`src/rtl/issue_scoreboard_pkg.sv`:
```
// ----------------------------------------------------------------------------
// issue_scoreboard_pkg
// Shared types and default constants for the register-hazard scoreboard.
//   lat_type_t : latency class of an issued writer (ALU, LD, MUL, DIV)
//   SB_*       : default register count, register-index width, countdown
//                width and fixed latencies for loads and multiplies
// ----------------------------------------------------------------------------
package issue_scoreboard_pkg;

   typedef enum logic [1:0] {
      LAT_ALU = 2'd0,
      LAT_LD  = 2'd1,
      LAT_MUL = 2'd2,
      LAT_DIV = 2'd3
   } lat_type_t;

   localparam int SB_NREG    = 32;
   localparam int SB_RW      = 5;
   localparam int SB_CNT_W   = 3;
   localparam int SB_LD_LAT  = 2;
   localparam int SB_MUL_LAT = 3;

endpackage

```
`src/rtl/issue_scoreboard_if.sv`:
```
// ----------------------------------------------------------------------------
// issue_scoreboard_if
// Bundle between the dual-issue dispatcher and the hazard scoreboard.
//   flush                : kill younger instructions, issue inputs ignored
//   iss_*                : instructions actually issued (slot A = [1], B = [0])
//   cand_*               : candidates the dispatcher wants to issue next
//   div_done / div_rd    : divider writeback
//   lock_a / lock_b      : candidate must be held this cycle
//   div_busy / busy_vec  : divider outstanding, per-register busy
// modport master = dispatcher side, modport slave = scoreboard side.
// ----------------------------------------------------------------------------
interface issue_scoreboard_if
   import issue_scoreboard_pkg::*;
#(
   parameter int NREG = SB_NREG
);
   logic             flush;
   logic [1:0]       iss_valid;
   logic [SB_RW-1:0] iss_rd_a;
   logic [SB_RW-1:0] iss_rd_b;
   logic             iss_we_a;
   logic             iss_we_b;
   lat_type_t        iss_lat_a;
   lat_type_t        iss_lat_b;
   logic [1:0]       cand_valid;
   logic [SB_RW-1:0] cand_ra1_a;
   logic [SB_RW-1:0] cand_ra2_a;
   logic [SB_RW-1:0] cand_rd_a;
   logic [SB_RW-1:0] cand_ra1_b;
   logic [SB_RW-1:0] cand_ra2_b;
   logic [SB_RW-1:0] cand_rd_b;
   logic             cand_div_a;
   logic             cand_div_b;
   logic             div_done;
   logic [SB_RW-1:0] div_rd;
   logic             lock_a;
   logic             lock_b;
   logic             div_busy;
   logic [NREG-1:0]  busy_vec;

   modport master (
      output flush, iss_valid, iss_rd_a, iss_rd_b, iss_we_a, iss_we_b,
             iss_lat_a, iss_lat_b, cand_valid, cand_ra1_a, cand_ra2_a,
             cand_rd_a, cand_ra1_b, cand_ra2_b, cand_rd_b, cand_div_a,
             cand_div_b, div_done, div_rd,
      input  lock_a, lock_b, div_busy, busy_vec
   );

   modport slave (
      input  flush, iss_valid, iss_rd_a, iss_rd_b, iss_we_a, iss_we_b,
             iss_lat_a, iss_lat_b, cand_valid, cand_ra1_a, cand_ra2_a,
             cand_rd_a, cand_ra1_b, cand_ra2_b, cand_rd_b, cand_div_a,
             cand_div_b, div_done, div_rd,
      output lock_a, lock_b, div_busy, busy_vec
   );
endinterface

```
`src/rtl/issue_scoreboard_sb_entry.sv`:
```
// ----------------------------------------------------------------------------
// sb_entry
// Hazard state of one architectural register: a countdown for fixed-latency
// writers (cnt) and a pending flag for the variable-latency divider (pend).
//   clk, rstn : clock, asynchronous active-low reset
//   flush     : clears pend; the countdown keeps running
//   wr, lat   : a writer to this register issued this cycle, and its class
//   clr       : divider writeback targets this register
//   busy      : register must not be read/written by a candidate
// Optional: SB_FWD_EARLY_EN releases busy in the final countdown cycle and
// in the cycle the divider writes back.
// ----------------------------------------------------------------------------
module sb_entry
   import issue_scoreboard_pkg::*;
#(
   parameter int CNT_W   = SB_CNT_W,
   parameter int LD_LAT  = SB_LD_LAT,
   parameter int MUL_LAT = SB_MUL_LAT
) (
   input  logic      clk,
   input  logic      rstn,
   input  logic      flush,
   input  logic      wr,
   input  lat_type_t lat,
   input  logic      clr,
   output logic      busy
);
   localparam logic [CNT_W-1:0] LD_CNT  = CNT_W'(LD_LAT);
   localparam logic [CNT_W-1:0] MUL_CNT = CNT_W'(MUL_LAT);

   logic [CNT_W-1:0] cnt;
   logic             pend;

   // wr already excludes flush, so a new writer always overrides the
   // countdown and any same-cycle divider clear.
   always_ff @(posedge clk or negedge rstn) begin
      if (!rstn) begin
         cnt  <= '0;
         pend <= 1'b0;
      end else if (wr) begin
         case (lat)
            LAT_LD:  begin cnt <= LD_CNT;  pend <= 1'b0; end
            LAT_MUL: begin cnt <= MUL_CNT; pend <= 1'b0; end
            LAT_DIV: begin cnt <= '0;      pend <= 1'b1; end
            default: begin cnt <= '0;      pend <= 1'b0; end
         endcase
      end else begin
         if (cnt != '0) cnt <= cnt - 1'b1;
         if (flush || clr) pend <= 1'b0;
      end
   end

`ifdef SB_FWD_EARLY_EN
   assign busy = (cnt > CNT_W'(1)) | (pend & ~clr);
`else
   assign busy = (cnt != '0) | pend;
`endif

endmodule

```
`src/rtl/issue_scoreboard.sv`:
```
// ----------------------------------------------------------------------------
// issue_scoreboard
// Register-hazard scoreboard beside the dual-issue dispatch stage. Tracks
// in-flight loads, multiplies and the single divider and produces per-slot
// lock signals from registered state.
//   clk  : clock
//   rstn : asynchronous active-low reset
//   sb   : issue_scoreboard_if.slave (issue, candidate, divider, lock bus)
// Optional: SB_FWD_EARLY_EN (see sb_entry) lets consumers issue during the
// last countdown cycle / divider writeback cycle.
// ----------------------------------------------------------------------------
module issue_scoreboard
   import issue_scoreboard_pkg::*;
#(
   parameter int NREG    = SB_NREG,
   parameter int CNT_W   = SB_CNT_W,
   parameter int LD_LAT  = SB_LD_LAT,
   parameter int MUL_LAT = SB_MUL_LAT
) (
   input logic               clk,
   input logic               rstn,
   issue_scoreboard_if.slave sb
);
   localparam logic [CNT_W-1:0] LD_CNT  = CNT_W'(LD_LAT);
   localparam logic [CNT_W-1:0] MUL_CNT = CNT_W'(MUL_LAT);

   logic [NREG-1:0] busy_vec;
   logic            wr_a;
   logic            wr_b;
   logic            div_iss;
   logic            div_busy_q;
   logic            lock_a_int;
   logic            lock_b_own;

   // Only real writers to a non-zero rd, and never during a flush.
   assign wr_a = ~sb.flush & sb.iss_valid[1] & sb.iss_we_a & (sb.iss_rd_a != '0);
   assign wr_b = ~sb.flush & sb.iss_valid[0] & sb.iss_we_b & (sb.iss_rd_b != '0);
   assign div_iss = (wr_a & (sb.iss_lat_a == LAT_DIV)) |
                    (wr_b & (sb.iss_lat_b == LAT_DIV));

   assign busy_vec[0] = 1'b0;

   for (genvar r = 1; r < NREG; r++) begin : g_ent
      logic      hit_a;
      logic      hit_b;
      lat_type_t lat;
      assign hit_a = wr_a & (sb.iss_rd_a == SB_RW'(r));
      assign hit_b = wr_b & (sb.iss_rd_b == SB_RW'(r));
      // Slot B is the younger instruction, so its class wins on a shared rd.
      assign lat   = hit_b ? sb.iss_lat_b : sb.iss_lat_a;

      sb_entry #(
         .CNT_W   (CNT_W),
         .LD_LAT  (LD_LAT),
         .MUL_LAT (MUL_LAT)
      ) u_ent (
         .clk   (clk),
         .rstn  (rstn),
         .flush (sb.flush),
         .wr    (hit_a | hit_b),
         .lat   (lat),
         .clr   (sb.div_done & (sb.div_rd == SB_RW'(r))),
         .busy  (busy_vec[r])
      );
   end

   // A flush kills the divider; a new divide beats a same-cycle completion.
   always_ff @(posedge clk or negedge rstn) begin
      if (!rstn) begin
         div_busy_q <= 1'b0;
      end else if (sb.flush) begin
         div_busy_q <= 1'b0;
      end else if (div_iss) begin
         div_busy_q <= 1'b1;
      end else if (sb.div_done) begin
         div_busy_q <= 1'b0;
      end
   end

   assign lock_a_int = sb.cand_valid[1] &
                       (busy_vec[sb.cand_ra1_a] | busy_vec[sb.cand_ra2_a] |
                        busy_vec[sb.cand_rd_a]  | (sb.cand_div_a & div_busy_q));
   assign lock_b_own = sb.cand_valid[0] &
                       (busy_vec[sb.cand_ra1_b] | busy_vec[sb.cand_ra2_b] |
                        busy_vec[sb.cand_rd_b]  | (sb.cand_div_b & div_busy_q));

   // B is in program order behind A and must never overtake a held A.
   assign sb.lock_a   = lock_a_int;
   assign sb.lock_b   = lock_b_own | lock_a_int;
   assign sb.div_busy = div_busy_q;
   assign sb.busy_vec = busy_vec;

   // A latency that truncates to zero would never mark the register busy.
   a_lat_nonzero: assert property (@(posedge clk) (LD_CNT != '0) && (MUL_CNT != '0));

endmodule

```
`src/flat_wrapper.sv`:
```
// flat-port wrapper written by rule: the top's interface ports become plain ports
module issue_scoreboard_flat import issue_scoreboard_pkg::*;
#(
   parameter int NREG    = SB_NREG,
   parameter int CNT_W   = SB_CNT_W,
   parameter int LD_LAT  = SB_LD_LAT,
   parameter int MUL_LAT = SB_MUL_LAT
)
  (clk, rstn, sb_flush, sb_iss_valid, sb_iss_rd_a, sb_iss_rd_b, sb_iss_we_a, sb_iss_we_b, sb_iss_lat_a, sb_iss_lat_b, sb_cand_valid, sb_cand_ra1_a, sb_cand_ra2_a, sb_cand_rd_a, sb_cand_ra1_b, sb_cand_ra2_b, sb_cand_rd_b, sb_cand_div_a, sb_cand_div_b, sb_div_done, sb_div_rd, sb_lock_a, sb_lock_b, sb_div_busy, sb_busy_vec);
  issue_scoreboard_if #(.NREG(NREG)) sb_i ();
  input logic clk;
  input logic rstn;
  input wire logic [$bits(sb_i.flush)-1:0] sb_flush;
  input wire logic [$bits(sb_i.iss_valid)-1:0] sb_iss_valid;
  input wire logic [$bits(sb_i.iss_rd_a)-1:0] sb_iss_rd_a;
  input wire logic [$bits(sb_i.iss_rd_b)-1:0] sb_iss_rd_b;
  input wire logic [$bits(sb_i.iss_we_a)-1:0] sb_iss_we_a;
  input wire logic [$bits(sb_i.iss_we_b)-1:0] sb_iss_we_b;
  input wire logic [$bits(sb_i.iss_lat_a)-1:0] sb_iss_lat_a;
  input wire logic [$bits(sb_i.iss_lat_b)-1:0] sb_iss_lat_b;
  input wire logic [$bits(sb_i.cand_valid)-1:0] sb_cand_valid;
  input wire logic [$bits(sb_i.cand_ra1_a)-1:0] sb_cand_ra1_a;
  input wire logic [$bits(sb_i.cand_ra2_a)-1:0] sb_cand_ra2_a;
  input wire logic [$bits(sb_i.cand_rd_a)-1:0] sb_cand_rd_a;
  input wire logic [$bits(sb_i.cand_ra1_b)-1:0] sb_cand_ra1_b;
  input wire logic [$bits(sb_i.cand_ra2_b)-1:0] sb_cand_ra2_b;
  input wire logic [$bits(sb_i.cand_rd_b)-1:0] sb_cand_rd_b;
  input wire logic [$bits(sb_i.cand_div_a)-1:0] sb_cand_div_a;
  input wire logic [$bits(sb_i.cand_div_b)-1:0] sb_cand_div_b;
  input wire logic [$bits(sb_i.div_done)-1:0] sb_div_done;
  input wire logic [$bits(sb_i.div_rd)-1:0] sb_div_rd;
  output wire logic [$bits(sb_i.lock_a)-1:0] sb_lock_a;
  output wire logic [$bits(sb_i.lock_b)-1:0] sb_lock_b;
  output wire logic [$bits(sb_i.div_busy)-1:0] sb_div_busy;
  output wire logic [$bits(sb_i.busy_vec)-1:0] sb_busy_vec;
  assign sb_i.flush = sb_flush;
  assign sb_i.iss_valid = sb_iss_valid;
  assign sb_i.iss_rd_a = sb_iss_rd_a;
  assign sb_i.iss_rd_b = sb_iss_rd_b;
  assign sb_i.iss_we_a = sb_iss_we_a;
  assign sb_i.iss_we_b = sb_iss_we_b;
  assign sb_i.iss_lat_a = sb_iss_lat_a;
  assign sb_i.iss_lat_b = sb_iss_lat_b;
  assign sb_i.cand_valid = sb_cand_valid;
  assign sb_i.cand_ra1_a = sb_cand_ra1_a;
  assign sb_i.cand_ra2_a = sb_cand_ra2_a;
  assign sb_i.cand_rd_a = sb_cand_rd_a;
  assign sb_i.cand_ra1_b = sb_cand_ra1_b;
  assign sb_i.cand_ra2_b = sb_cand_ra2_b;
  assign sb_i.cand_rd_b = sb_cand_rd_b;
  assign sb_i.cand_div_a = sb_cand_div_a;
  assign sb_i.cand_div_b = sb_cand_div_b;
  assign sb_i.div_done = sb_div_done;
  assign sb_i.div_rd = sb_div_rd;
  assign sb_lock_a = sb_i.lock_a;
  assign sb_lock_b = sb_i.lock_b;
  assign sb_div_busy = sb_i.div_busy;
  assign sb_busy_vec = sb_i.busy_vec;
  issue_scoreboard #(.NREG(NREG), .CNT_W(CNT_W), .LD_LAT(LD_LAT), .MUL_LAT(MUL_LAT)) u_core (.clk(clk), .rstn(rstn), .sb(sb_i));
endmodule
```
`config.mk`:
```
export PLATFORM = sky130hd
export DESIGN_NAME = issue_scoreboard_flat
export DESIGN_NICKNAME = d
export VERILOG_FILES = /design/src/rtl/issue_scoreboard_pkg.sv /design/src/rtl/issue_scoreboard_if.sv /design/src/rtl/issue_scoreboard_sb_entry.sv /design/src/rtl/issue_scoreboard.sv /design/src/flat_wrapper.sv
export SDC_FILE = /design/constraint.sdc
export NUM_CORES = 1
export LEC_CHECK = 0
export ABC_AREA = 0
export CORE_ASPECT_RATIO = 0.6
export CORE_MARGIN = 2
export CORE_UTILIZATION = 55
export DETAILED_ROUTE_END_ITERATION = 8
export PLACE_DENSITY = 0.87
export SLEW_MARGIN = 0
export SYNTH_ARGS = -nofsm -noshare
export SYNTH_HDL_FRONTEND = slang
export SYNTH_HIERARCHICAL = 1
export SYNTH_SLANG_ARGS = --single-unit
```
`constraint.sdc`:
```
create_clock -name clk -period 3.3 [get_ports clk]
set_input_delay 0.66 -clock clk [delete_from_list [all_inputs] [get_ports clk]]
set_output_delay 0.66 -clock clk [all_outputs]
set_load 0.05 [all_outputs]
```
After elaboration in Yosys (flattened, before gate mapping):

Index checks and enable logic that the tools add are counted.

* register bits: 125
* bits in latches: 0
* memory bits (writable): 0
* bits in read-only memories: 0
* input bits: 61
* output and inout bits: 35
* word-level logic and storage cells: 823
* memories kept: 0

* add/subtract/negate cells: 31
* multipliers: 0
* div/mod/pow operators: 0
* order comparisons: 6
* eq/ne operators: 188
* shift-type cells: 0
* mux-type cells: 232
* bitwise operators: 176
* reduce and logical (&&, ||, !) cells: 127

Operator list (number)
* 5-bit equality test, second input constant: 48
* 3-bit two-way mux: 62
* 2-bit equality test, second input constant: 64
* 2-bit case mux with 2 select lines: 31
* 2-bit nonzero test: 62
* 5-bit by 4-bit equality test with 1-bit output, second input constant: 24
* 1-bit AND: 105
* 1-bit two-way mux: 102
* 3-bit nonzero test: 32
* 3-bit by 1-bit subtractor with 3-bit output, second input constant: 31
* 1-bit bitwise OR: 70
* 2-bit by 1-bit equality test with 1-bit output, second input constant: 31
* 2-bit two-way mux: 31
* 5-bit by 3-bit equality test with 1-bit output, second input constant: 12
* 5-bit by 6-bit less-than comparator with 1-bit output, second input constant: 6
* 1-bit logical OR: 31
* 1-bit binary-select mux with 5-bit select: 6
* 5-bit by 2-bit equality test with 1-bit output, second input constant: 6
* 5-bit by 1-bit equality test with 1-bit output, second input constant: 3
* 5-bit nonzero test: 2
* 1-bit NOT: 1

Longest topological paths before layout:

* word-level depth: 9
* mapped depth: 10
* depth with buffers taken out: 10

Hierarchy:

Netlist, hierarchy kept.

Modules (own cells, without submodules)
* sb_entry: instances 31, cells an instance 25, area each 246.5 um^2, sequential area each 100.1 um^2
* issue_scoreboard: instances 1, cells an instance 395, area each 3324.4 um^2, sequential area each 25.0 um^2

Least setup slack after synthesis:

Ideal clock, no wire load.

* path type: reg-to-output
* from: register u_core.g_ent[31].u_ent.cnt[0]
* to: output port sb_lock_b
* arrival time: 3.539 ns
* data required time: 2.640 ns
* setup slack: -0.899 ns
* cell stages (with the launch flop): 11
* buffers on the path: 0
* cell sequence: dfrtp_1 inv_1 ha_1 ha_1 nand2_1 mux4_1 nor3b_1 or4_1 or4_1 a31oi_2 a21o_1

* cells in the longest elaborated chain, start to end: 9
* elaborated cells on any way between the ends: 23
* those cells by class: mux: 12; bitwise: 10; reduce/logical: 1

RTL lines
* start: declaration: RTL line issue_scoreboard_sb_entry.sv:31 `logic [CNT_W-1:0] cnt;`
* start signal: assignment: RTL line issue_scoreboard_sb_entry.sv:48 `if (cnt != '0) cnt <= cnt - 1'b1;`
* 3-bit nonzero test (*): RTL line issue_scoreboard_sb_entry.sv:56 `assign busy = (cnt != '0) | pend;`
* 1-bit bitwise OR (*): RTL line issue_scoreboard_sb_entry.sv:56
* named net sb_busy_vec[31]: RTL line flat_wrapper.sv:35 `output wire logic [$bits(sb_i.busy_vec)-1:0] sb_busy_vec;`
* 1-bit binary-select mux with 5-bit select: RTL line issue_scoreboard.sv:81 `(busy_vec[sb.cand_ra1_a] | busy_vec[sb.cand_ra2_a] |`
* 1-bit two-way mux (implied by the code): RTL line issue_scoreboard.sv:81
* 1-bit bitwise OR: RTL line issue_scoreboard.sv:81
* 1-bit bitwise OR (*): RTL line issue_scoreboard.sv:81
* 1-bit bitwise OR (*): RTL line issue_scoreboard.sv:82 `busy_vec[sb.cand_rd_a] | (sb.cand_div_a & div_busy_q));`
* 1-bit AND (*): RTL line issue_scoreboard.sv:80 `assign lock_a_int = sb.cand_valid[1] &`
* named net sb_lock_a: RTL line flat_wrapper.sv:32 `output wire logic [$bits(sb_i.lock_a)-1:0] sb_lock_a;`
* 1-bit bitwise OR (*): RTL line issue_scoreboard.sv:89 `assign sb.lock_b = lock_b_own | lock_a_int;`
* end: declaration: RTL line flat_wrapper.sv:33 `output wire logic [$bits(sb_i.lock_b)-1:0] sb_lock_b;`

The timed path passes the listed nets; every way through them passes the cells marked *. The select of a mux whose other input is x is not followed.

Final worst setup path:

* from: register u_core.g_ent[25].u_ent.cnt[0]
* to: output port sb_lock_b

* cells in the longest elaborated chain, start to end: 9
* elaborated cells on any way between the ends: 23
* those cells by class: mux: 12; bitwise: 10; reduce/logical: 1

RTL lines (RTL line)
* start: declaration: issue_scoreboard_sb_entry.sv:31
* start signal: assignment: issue_scoreboard_sb_entry.sv:48
* 3-bit nonzero test (*): issue_scoreboard_sb_entry.sv:56
* 1-bit bitwise OR (*): issue_scoreboard_sb_entry.sv:56
* 1-bit binary-select mux with 5-bit select, on equally long branches: issue_scoreboard.sv:84, issue_scoreboard.sv:81
* 1-bit two-way mux, on equally long branches: issue_scoreboard.sv:84, issue_scoreboard.sv:81
* 1-bit bitwise OR, on equally long branches (2 in a row): issue_scoreboard.sv:84, issue_scoreboard.sv:81
* 1-bit bitwise OR, on equally long branches: issue_scoreboard.sv:85, issue_scoreboard.sv:82
* 1-bit AND, on equally long branches: issue_scoreboard.sv:83, issue_scoreboard.sv:80
* 1-bit bitwise OR (*): issue_scoreboard.sv:89

Mark *: on every way between the ends. The rest lies on a longest branch, timed or not. The select of a mux whose other input is x is not followed.

==> qor.csv <==
stage;metric;value;unit
drt;Via density;6.08;
floorplan;die height;113;microns
drt;DRC;0;
synth;post-synth net total;1355;
synth;post-synthesis sequential area ratio;28.5;%
cells_and_area;register area;3130;sq um
placement;DP Worst Slack;-0.552;ns
sta;final-report hold violation count;0;
global_route;initial antenna violation count;1;
drt;routed vias;10000;
cells_and_area;Finished Layout Cells;1649;
clocking;CTS tree;done;
clocking;H-tree depth;4;
sta;final setup fails;2;
power;VDD IR max;0.426;mV
drt;TritonRoute pass-1 iters;7;
worst_setup_path;Slowest-stage cell, CP;a2111oi_2;
cells_and_area;Fill cells;1261;
drt;drt total wl;34900;microns
flow_run;max-cap viol count;0;
global_route;GRT Overall Usage;34.2;%
power;Leakage;0.00637;uW
worst_setup_path;Data arrival, critical path;3.16;ns
floorplan;Die Area;21100;sq um
sta;skew final;0.00999;ns
placement;PortBufs;94;
synth;Mean Syn Cell Area;9.37;sq um
cells_and_area;area occupied by multi-input gates;7740;sq um
worst_setup_path;Setup Crit Path Kind;reg2out;
worst_setup_path;crit-path max FO;7;
clocking;clk root buf;clkbuf_16;
synth;Synth Warn #;6;
synth;Mapped Cells;1170;
synth;Primary FF master, synth;dfrtp_1;
drt;DR iter-0 viols;1094;
placement;RePlAce Congestion;1.02;
cells_and_area;fin nets;1554;
floorplan;Core ar.;19300;sq um
sta;Slew @ Worst Pin;1.19;ns
synth;Area contributors post-synth;dfrtp_1, ha_1, mux4_2;
synth;Synth top area share;28.5;%
clocking;clock slew at reported path FFs;0.07;ns
sta;Sum Neg Setup Slack;-0.900;ns
drt;Detail Route Antenna Nets;0;
cells_and_area;layout cells sized above 1;27.4;%
worst_setup_path;CP required;2.64;ns
placement;Inst Count DP;1605;
sta;crit path time final;3.82;ns
floorplan;Starting Density;56.9;%
placement;HPWL after DPL;25200;microns
outcome;status;finished, violations left;
outcome;failing checks;setup timing;
sta;Slew Viols, Final;0;
sta;Final period util;116;%
worst_setup_path;CP cell instances;inv_1 -> ha_2 -> ha_4 -> nand2_8 -> nor2b_1 -> a211oi_1 -> o32ai_2 -> a2111oi_2 -> buf_4 -> a31oi_4 -> a21o_4 -> buf_8;
synth;count of different cell masters after synthesis;52;
cells_and_area;final core occ;74.4;%
global_route;largest net degree at the start of global routing;59;
sta;f_max;262;MHz
cells_and_area;P&R area growth vs syn;30.8;%
power;P per Cell Area;743;nW/um^2
global_route;GR Overflow Total;0;
synth;Mapped Area;11000;sq um
sta;relative slew slack;19.7;%
sta;RSZ-0062 raised after global routing;yes;
clocking;cts hold-fix bufs;0;
synth;cell taking the most area after synthesis;dfrtp_1;
clocking;clk buf depth;2;
clocking;clock sinks;125;
drt;WL/cell;21.1;microns
synth;synthesized flop and latch total;125;
global_route;first-pass GRT wire length;55100;microns
global_route;number of global-route vias before repair;10200;
worst_setup_path;Critical Path Sink Type;output pin;
synth;ys async rst share;100;%
clocking;CTS Buf Count;17;
sta;Final WS setup;-0.517;ns
floorplan;Die Width;186;microns
worst_setup_path;crit path launch type;register;
floorplan;I/O pin cnt;96;
hold_path;HP Class;in2async;
synth;EDFF count, synth;0;
worst_setup_path;CP max stage delay;0.44;ns
floorplan;FP Rows;39;
clocking;Clock Latency Late Sink;0.43;ns
-- sequential cells by signal, indices dropped and copies added (netlist names) --
| name | flops |
|---|---|
| u_core/sb.div_busy | 1 |
| u_core/g_ent.u_ent/cnt | 93 |
| u_core/g_ent.u_ent/pend | 31 |
-- placed cells by master, fill, tap and decap left out, drive strengths merged, types with 4 or more instances in the layout --
cell type / n
o22ai: 16
nor2b: 40
clkdlybuf4s50: 88
xor2: 32
o21ai: 44
clkinvlp: 4
inv: 162
a211oi: 36
nor3b: 6
o41ai: 31
nand3b: 12
mux2i: 21
dfrtp: 125
ha: 124
buf: 133
a21oi: 6
mux2: 64
nand4b: 5
nand2b: 11
and2: 32
clkbuf: 18
nand4: 4
nand3: 7
nor2: 82
clkinv: 4
nor3: 12
nand2: 152
o31a: 31
a2111oi: 4
mux4: 40
-- where the power goes --
part / switching [uW] / internal (uW) / total (uW)
registers: 275 / 2190 / 2470
logic: 3360 / 2980 / 6340
clock network: 796 / 1050 / 1850
-- metrics by stage --
| stage | power, uW | area [sq um] | hold WS, ns |
|---|---|---|---|
| 2_1_floorplan | 6540 | 11500 | 0.364 |
| 3_3_place_gp | 8100 | 13500 | 0.519 |
| 3_5_place_dp | 8440 | 13500 | 0.529 |
| 4_1_cts | 10400 | 14200 | 0.235 |
| 5_1_grt | 11400 | 14300 | 0.259 |
| 6_report | 10700 | 14300 | 0.220 |
-- cell families (layout without fill, tap and decap cells) --
logic type      count (synthesis)  in the layout  share of synthesized area (%)
simple gates                  382            382                           16.8
buf+inv                       200            412                           7.04
compound gates                181            181                           14.0
mux                           125            125                           16.8
flops                         125            125                           28.5
fa+ha+maj                     124            124                           14.1
xor+xnor                       32             32                           2.56
other cells                     1              2                         0.0342
-- final cells by class --
class | instances | area share (%)
Antenna cell | 1 | 0.0175
Clock buffer | 18 | 2.99
Clock inverter | 14 | 0.960
Inverter | 157 | 4.11
Multi-Input combinational cell | 845 | 54.0
Sequential cell | 125 | 21.8
Tap cell | 266 | 2.32
Timing Repair Buffer | 223 | 13.8
-- routing by layer --
layer  global-route usage (%)  vias up  wire length, microns
li1                         -     4499                     -
met4                     13.0        0                  1160
met1                     46.1     4814                 14200
met5                        0        -                     0
met2                     52.0      607                 15200
met3                     10.4      109                  4350
-- worst max-delay path, delay by kind of cell, from the launching register on --
kind / cells / cell delay [ns]
simple gates: 2 / 0.25
compound gates: 5 / 1.31
flops: 1 / 0.39
buf+inv: 3 / 0.41
fa+ha+maj: 2 / 0.38
-- synthesized netlist by cell type (21+ instances only) --
cell	instances
xor2_1	32
a211oi_1	36
dfrtp_1	125
nor2_1	82
nand2_1	152
o31a_1	31
nor2b_1	40
mux2_2	64
clkbuf_1	35
inv_1	157
and2_1	32
o41ai_2	31
o21ai_0	44
mux4_2	36
mux2i_1	21
ha_1	124
-- final timing paths --
kind,slack (ns),endpoint,from,cells after the start
max,-0.52,sb_lock_b,u_core/g_ent[25].u_ent/cnt[0]$_DFFE_PN0P_,12
min,0.22,u_core/g_ent[1].u_ent/cnt[2]$_DFFE_PN0P_,rstn,1
max reg2reg,1.72,u_core/g_ent[3].u_ent/cnt[1]$_DFFE_PN0P_,u_core/g_ent[3].u_ent/cnt[0]$_DFFE_PN0P_,6
min reg2reg,0.54,u_core/g_ent[1].u_ent/cnt[2]$_DFFE_PN0P_,u_core/g_ent[1].u_ent/cnt[2]$_DFFE_PN0P_,2
max in group asynchronous,2.26,u_core/g_ent[22].u_ent/cnt[2]$_DFFE_PN0P_,rstn,2
min in group clk,0.54,u_core/g_ent[1].u_ent/cnt[2]$_DFFE_PN0P_,u_core/g_ent[1].u_ent/cnt[2]$_DFFE_PN0P_,2
-- what timing repair did --
item | 4_1_cts | 5_1_grt
setup endpoints to repair | 2 | 2
gates cloned | 0 | 0
pin swaps | 7 | 8
resized for setup | 11 | 25
buffers inserted | 7 | 4
No activity file was read; power rests on OpenSTA's default activity.
